### src/rtl/sample_capture.sv
// sample_capture: decimates the DUT output bus to the sample rate and buffers the
// captured samples in a first-word-fall-through FIFO behind a valid/ready handshake.
// Optional feature macro SAMPLE_TIMESTAMP_EN: each stored word carries a 32-bit
// sample index in its upper bits so the consumer can spot dropped samples.
module sample_capture #(
    parameter int DATA_WIDTH   = 16,
    parameter int DUT_CLK_FREQ = 100_000_000,
    parameter int SAMPLE_FREQ  = 1_000_000,
    parameter int DEPTH        = 16,
`ifdef SAMPLE_TIMESTAMP_EN
    localparam int OUT_W       = DATA_WIDTH + 32
`else
    localparam int OUT_W       = DATA_WIDTH
`endif
) (
    input  logic                     clk,
    input  logic                     rst,
    input  logic                     enable,
    input  logic [DATA_WIDTH-1:0]    in_data,
    output logic [OUT_W-1:0]         out_data,
    output logic                     out_valid,
    input  logic                     out_ready,
    output logic [$clog2(DEPTH):0]   level,
    output logic                     overflow,
    output logic [15:0]              drop_count
);

    localparam int DIV   = DUT_CLK_FREQ / SAMPLE_FREQ;
    localparam int CNT_W = (DIV > 1) ? $clog2(DIV) : 1;
    localparam int AW    = $clog2(DEPTH);

    if (DIV < 1) begin : g_div_check
        $error("sample_capture: DUT_CLK_FREQ / SAMPLE_FREQ must be at least 1");
    end
    if (DEPTH < 2 || (DEPTH & (DEPTH - 1)) != 0) begin : g_depth_check
        $error("sample_capture: DEPTH must be a power of two, at least 2");
    end

    // Saturating increment for the 16-bit drop counter.
    function automatic logic [15:0] sat_inc16(input logic [15:0] v);
        return (v == 16'hFFFF) ? v : v + 16'd1;
    endfunction

    logic [CNT_W-1:0] div_cnt_q, div_cnt_d;
    logic [AW:0]      wr_ptr_q, wr_ptr_d;
    logic [AW:0]      rd_ptr_q, rd_ptr_d;
    logic             overflow_q, overflow_d;
    logic [15:0]      drop_cnt_q, drop_cnt_d;
    logic [OUT_W-1:0] mem_q [DEPTH];
    logic [OUT_W-1:0] wr_word;
    logic             strobe, empty, full, push, pop, drop;

`ifdef SAMPLE_TIMESTAMP_EN
    logic [31:0]      idx_q, idx_d;
    assign wr_word = {idx_q, in_data};
`else
    assign wr_word = in_data;
`endif

    // The strobe cycle is the last count of each sampling period.
    assign strobe = enable && (div_cnt_q == CNT_W'(DIV - 1));
    assign empty  = (wr_ptr_q == rd_ptr_q);
    assign full   = (wr_ptr_q[AW] != rd_ptr_q[AW]) &&
                    (wr_ptr_q[AW-1:0] == rd_ptr_q[AW-1:0]);
    assign pop    = !empty && out_ready;
    // A simultaneous pop frees the slot the push needs, so a full FIFO only drops without one.
    assign push   = strobe && (!full || pop);
    assign drop   = strobe && full && !pop;

    // Next-state logic for the decimation counter, pointers and overflow bookkeeping.
    always_comb begin
        div_cnt_d  = div_cnt_q;
        wr_ptr_d   = wr_ptr_q;
        rd_ptr_d   = rd_ptr_q;
        overflow_d = overflow_q;
        drop_cnt_d = drop_cnt_q;
`ifdef SAMPLE_TIMESTAMP_EN
        idx_d      = strobe ? idx_q + 32'd1 : idx_q;
`endif
        if (!enable || strobe) begin
            div_cnt_d = '0;
        end else begin
            div_cnt_d = div_cnt_q + 1'b1;
        end
        if (push) begin
            wr_ptr_d = wr_ptr_q + 1'b1;
        end
        if (pop) begin
            rd_ptr_d = rd_ptr_q + 1'b1;
        end
        if (drop) begin
            overflow_d = 1'b1;
            drop_cnt_d = sat_inc16(drop_cnt_q);
        end
    end

    // Control state registers; reset flushes the FIFO and restarts the sampling period.
    always_ff @(posedge clk) begin
        if (rst) begin
            div_cnt_q  <= '0;
            wr_ptr_q   <= '0;
            rd_ptr_q   <= '0;
            overflow_q <= 1'b0;
            drop_cnt_q <= '0;
`ifdef SAMPLE_TIMESTAMP_EN
            idx_q      <= '0;
`endif
        end else begin
            div_cnt_q  <= div_cnt_d;
            wr_ptr_q   <= wr_ptr_d;
            rd_ptr_q   <= rd_ptr_d;
            overflow_q <= overflow_d;
            drop_cnt_q <= drop_cnt_d;
`ifdef SAMPLE_TIMESTAMP_EN
            idx_q      <= idx_d;
`endif
        end
    end

    // FIFO storage; cleared on reset so the head word reads as zero afterwards.
    always_ff @(posedge clk) begin
        if (rst) begin
            for (int i = 0; i < DEPTH; i++) begin
                mem_q[i] <= '0;
            end
        end else if (push) begin
            mem_q[wr_ptr_q[AW-1:0]] <= wr_word;
        end
    end

    assign out_data   = mem_q[rd_ptr_q[AW-1:0]];
    assign out_valid  = !empty;
    assign level      = wr_ptr_q - rd_ptr_q;
    assign overflow   = overflow_q;
    assign drop_count = drop_cnt_q;

endmodule

### config.mk
export PLATFORM = sky130hd
export DESIGN_NAME = sample_capture
export DESIGN_NICKNAME = d
export VERILOG_FILES = /design/src/rtl/sample_capture.sv
export SDC_FILE = /design/constraint.sdc
export NUM_CORES = 1
export LEC_CHECK = 0
export CAP_MARGIN = 10
export CORE_MARGIN = 5
export CORE_UTILIZATION = 61
export DETAILED_ROUTE_END_ITERATION = 6
export HOLD_SLACK_MARGIN = 0.06
export PLACE_DENSITY = 0.9
export SYNTH_ARGS = -nofsm -noshare
export SYNTH_HDL_FRONTEND = slang
export SYNTH_SLANG_ARGS = --single-unit
### constraint.sdc
create_clock -name clk -period 3.6 [get_ports clk]
set_input_delay 0.36 -clock clk [delete_from_list [all_inputs] [get_ports clk]]
set_output_delay 0.36 -clock clk [all_outputs]
set_load 0.03 [all_outputs]
==> results.yml <==
drt:
  drt-vias-per-instance: 6.50
  wl_per_cell_um: 25.6
  detailedRoute.firstPassIterationCount: 7
  remaining_design_rule_violation_count: 2
  drt_first_iter_violations: 1241
  ant_nets: 0
  vias: 8500
  route.final.wire_length_um: 33400
power_and_ir_drop:
  irDropWorstVdd_uv: 331
  p_per_area_mw_per_mm2: 473
  intPower_mw: 5.66
  power.share.sequential_pct: 54.6
  comb_power_share_pct: 4.3
  power_frac_clock_pct: 41.1
  p_leak_nw: 4.67
  power.switching_fraction_pct: 20.5
  netSwitchingPower_mw: 1.46
grt:
  first_pass_grt_wire_length_um: 51300
  grt_util_all_layers_pct: 27.8
  grt_ovf: 0
  grt_pass1_vias: 8742
  grt_antenna_before_repair: 0
  grt_start_max_net_pins: 65
logic_synthesis:
  seq_area_frac_synth_pct: 63.7
  ys_types: 50
  cells_after_synth: 951
  postSynthRegisterBits: 294
  synth.yosys.warnings: 0
  yosys-top-cells-area: "edfxtp_1, mux4_2, nor2_1"
  cell_area_after_synthesis_mm2: 0.0133
  share_of_yosys_cell_area_claimed_by_the_top_area_cell_type_pct: 57.9
  synth.net_count: 983
  netlist.top_cell.by_area: "edfxtp_1"
  post_synthesis_area_per_instance_um2: 14.0
timing:
  worst_pin_slew_ns: 1.10
  final.period_utilization_pct: 95.7
  timing.fmax_mhz: 290
  timing.max_slew.rel_slack_pct: 25.9
  setup_tns_ns: 0
  final_setup_vio_count: 0
  worst_clock_skew_ns: 0.0152
  period_needed_ns: 3.45
  setup_repair_after_global_routing_missed_its_margin: "no"
  hold_viol_final: 0
  drv_slew: 0
clocking:
  postCtsSetupRepairBufs: 0
  cts.sink_count: 294
  root_buffer: "clkbuf_16"
  clockBufferDepth: 3
  tritoncts: "done"
  cts.reportedPaths.clkPinSlew_ns: 0.06
  postCtsResizedCells: 0
  htree_depth: 1
  cts-hold-fix-buffers: 0
  cts_buffers: 27
  worst_skew_pair.late_latency_ns: 0.54
die:
  core_mm2: 0.0216
  die_h_um: 158
  initial_utilization_pct: 61.4
  die_area_mm2: 0.0248
  pin_count: 59
  core.rowCount: 54
  dieWidth_um: 158
layout:
  area_delta_synth_final_pct: 13.3
  layoutNonFillerInstCount: 1308
  diodes: 0
  post_route_cells_drive_above_1_share_pct: 16.8
  finalCoreUtilization_pct: 69.5
  fillerInstances: 1327
  final_net_count: 1040
placement:
  detailedPlacementHpwl_um: 19900
  io_buffers: 58
  place.gp.congestion: 0.902
  dp.cells: 1259
hold_path:
  timing.hold.worst.class: "reg2reg"
setup_path:
  path_class: "reg2out"
  crit_required_ns: 3.24
  cp-end-kind: "primary output"
  worstPathMaxFanout: 21
  worst_setup_path_start_kind: "flip-flop"
  worst-endpoint-arrival_ns: 3.09
flow_run:
  drv_cap: 0
outcome:
  outcome: "finished, violations left"
  violations_in_the_final_reports: "design-rule violations"
==> cell usage in the layout (no fill, tap or decap), types with 3 or more instances in the layout <==
| cell | Yosys | routed |
|---|---|---|
| clkdlybuf4s50_1 | 0 | 58 |
| and4_1 | 3 | 3 |
| bufinv_16 | 0 | 4 |
| dfxtp_1 | 38 | 36 |
| buf_12 | 0 | 10 |
| buf_4 | 1 | 21 |
| nor4_4 | 3 | 3 |
| xor2_1 | 3 | 3 |
| a21oi_1 | 7 | 7 |
| clkinv_2 | 0 | 8 |
| a21o_1 | 17 | 17 |
| nor3_1 | 6 | 6 |
| xnor2_1 | 27 | 27 |
| mux4_2 | 80 | 80 |
| inv_1 | 12 | 12 |
| clkinv_1 | 0 | 3 |
| nor2b_1 | 5 | 5 |
| nand4_1 | 5 | 5 |
| edfxtp_1 | 256 | 256 |
| clkbuf_16 | 0 | 27 |
| nor4_1 | 4 | 4 |
| nor2_1 | 292 | 292 |
| nand2_1 | 77 | 77 |
| ha_1 | 11 | 11 |
| clkbuf_1 | 21 | 5 |
| nand3_1 | 12 | 12 |
==> Yosys cell counts (all sizes together) <==
master	count
a21boi	1
fa	1
or3	1
nor4	9
and2	1
nor2	294
nand2b	2
nand4	7
inv	12
or2	1
nor4b	2
clkbuf	24
ha	11
nand2	78
nand4b	1
a31o	1
mux4	80
or4	1
nand3	13
nor3b	3
a21oi	7
edfxtp	256
buf	37
xor2	3
and4b	1
dfxtp	38
nor3	7
o21ai	2
mux2	1
and4	3
xnor2	27
nand3b	2
and3	2
nor2b	5
a21o	17
==> worst paths after layout <==
kind | start | to | slack (ns) | depth (start not counted)
worst max-delay path | flip-flop | out_data[11] | 0.15 | 4
worst min register to register | overflow | overflow | 0.46 | 2
worst min-delay path | overflow | overflow | 0.46 | 2
worst max register to register | wr_ptr_q[0] | mem_q[10][0] | 0.17 | 7
==> per-stage QoR <==
stage	hold WS (ns)	power, mW	worst slack (ns)	area, um2
finish	0.457	7.12	0.153	15000
global route	0.510	7.30	0.0487	15000
CTS	0.463	7.12	0.120	15000
detailed placement	0.451	4.25	0.438	14100
global placement	0.437	4.23	0.567	14100
floorplan	0.430	4.09	1.04	13300
==> flip-flops by register name, indices dropped and copies added (netlist names), named ones only <==
name,count
div_cnt_q,7
drop_count,16
mem_q,256
overflow,1
rd_ptr_q,5
wr_ptr_q,5
==> critical path, stage by stage, from the launching register on <==
cell             delay [ns]
dfxtp_2                0.79
buf_12                 0.27
mux4_2                 0.35
mux4_2                 0.52
clkdlybuf4s50_1        0.63
==> final cells by class <==
class	instances	area [um2]	area share, %
inverter	12	45.0	0.300
clock buffer	34	722	4.80
sequential	294	8450	56.2
tap	280	350	2.33
timing repair buffer	89	938	6.24
clock inverter	15	171	1.14
multi-input combinational	584	4360	29.0
==> per-layer routing <==
metal	track usage (%)	wire (um)	vias to the layer above	part of all wire, %
met3	5.22	4140	136	12
met2	46.1	16600	715	50
met4	13.5	1940	0	5.8
met5	0	0	-	0
li1	-	-	3556	-
met1	35.9	10700	4093	32
==> logic make-up after synthesis <==
logic type / count (synthesis) / synth area share (%)
AOI/OAI and AO/OA: 28 / 1.42
xor gates and xnor gates: 30 / 1.98
adders and majority gates: 12 / 1.19
buffers and inverters: 73 / 3.54
DFF: 294 / 63.7
muxes: 81 / 13.7
and+or+nand+nor: 433 / 14.6
==> power groups by stage <==
stage | Sequential (mW) | Combinational (mW) | Clock (mW)
finish | 3.89 | 0.304 | 2.93
CTS | 3.89 | 0.301 | 2.93
global placement | 3.94 | 0.290 | 0
global route | 3.90 | 0.312 | 3.09
floorplan | 3.93 | 0.157 | 0
detailed placement | 3.96 | 0.296 | 0
(Power assumes the default switching activity.)
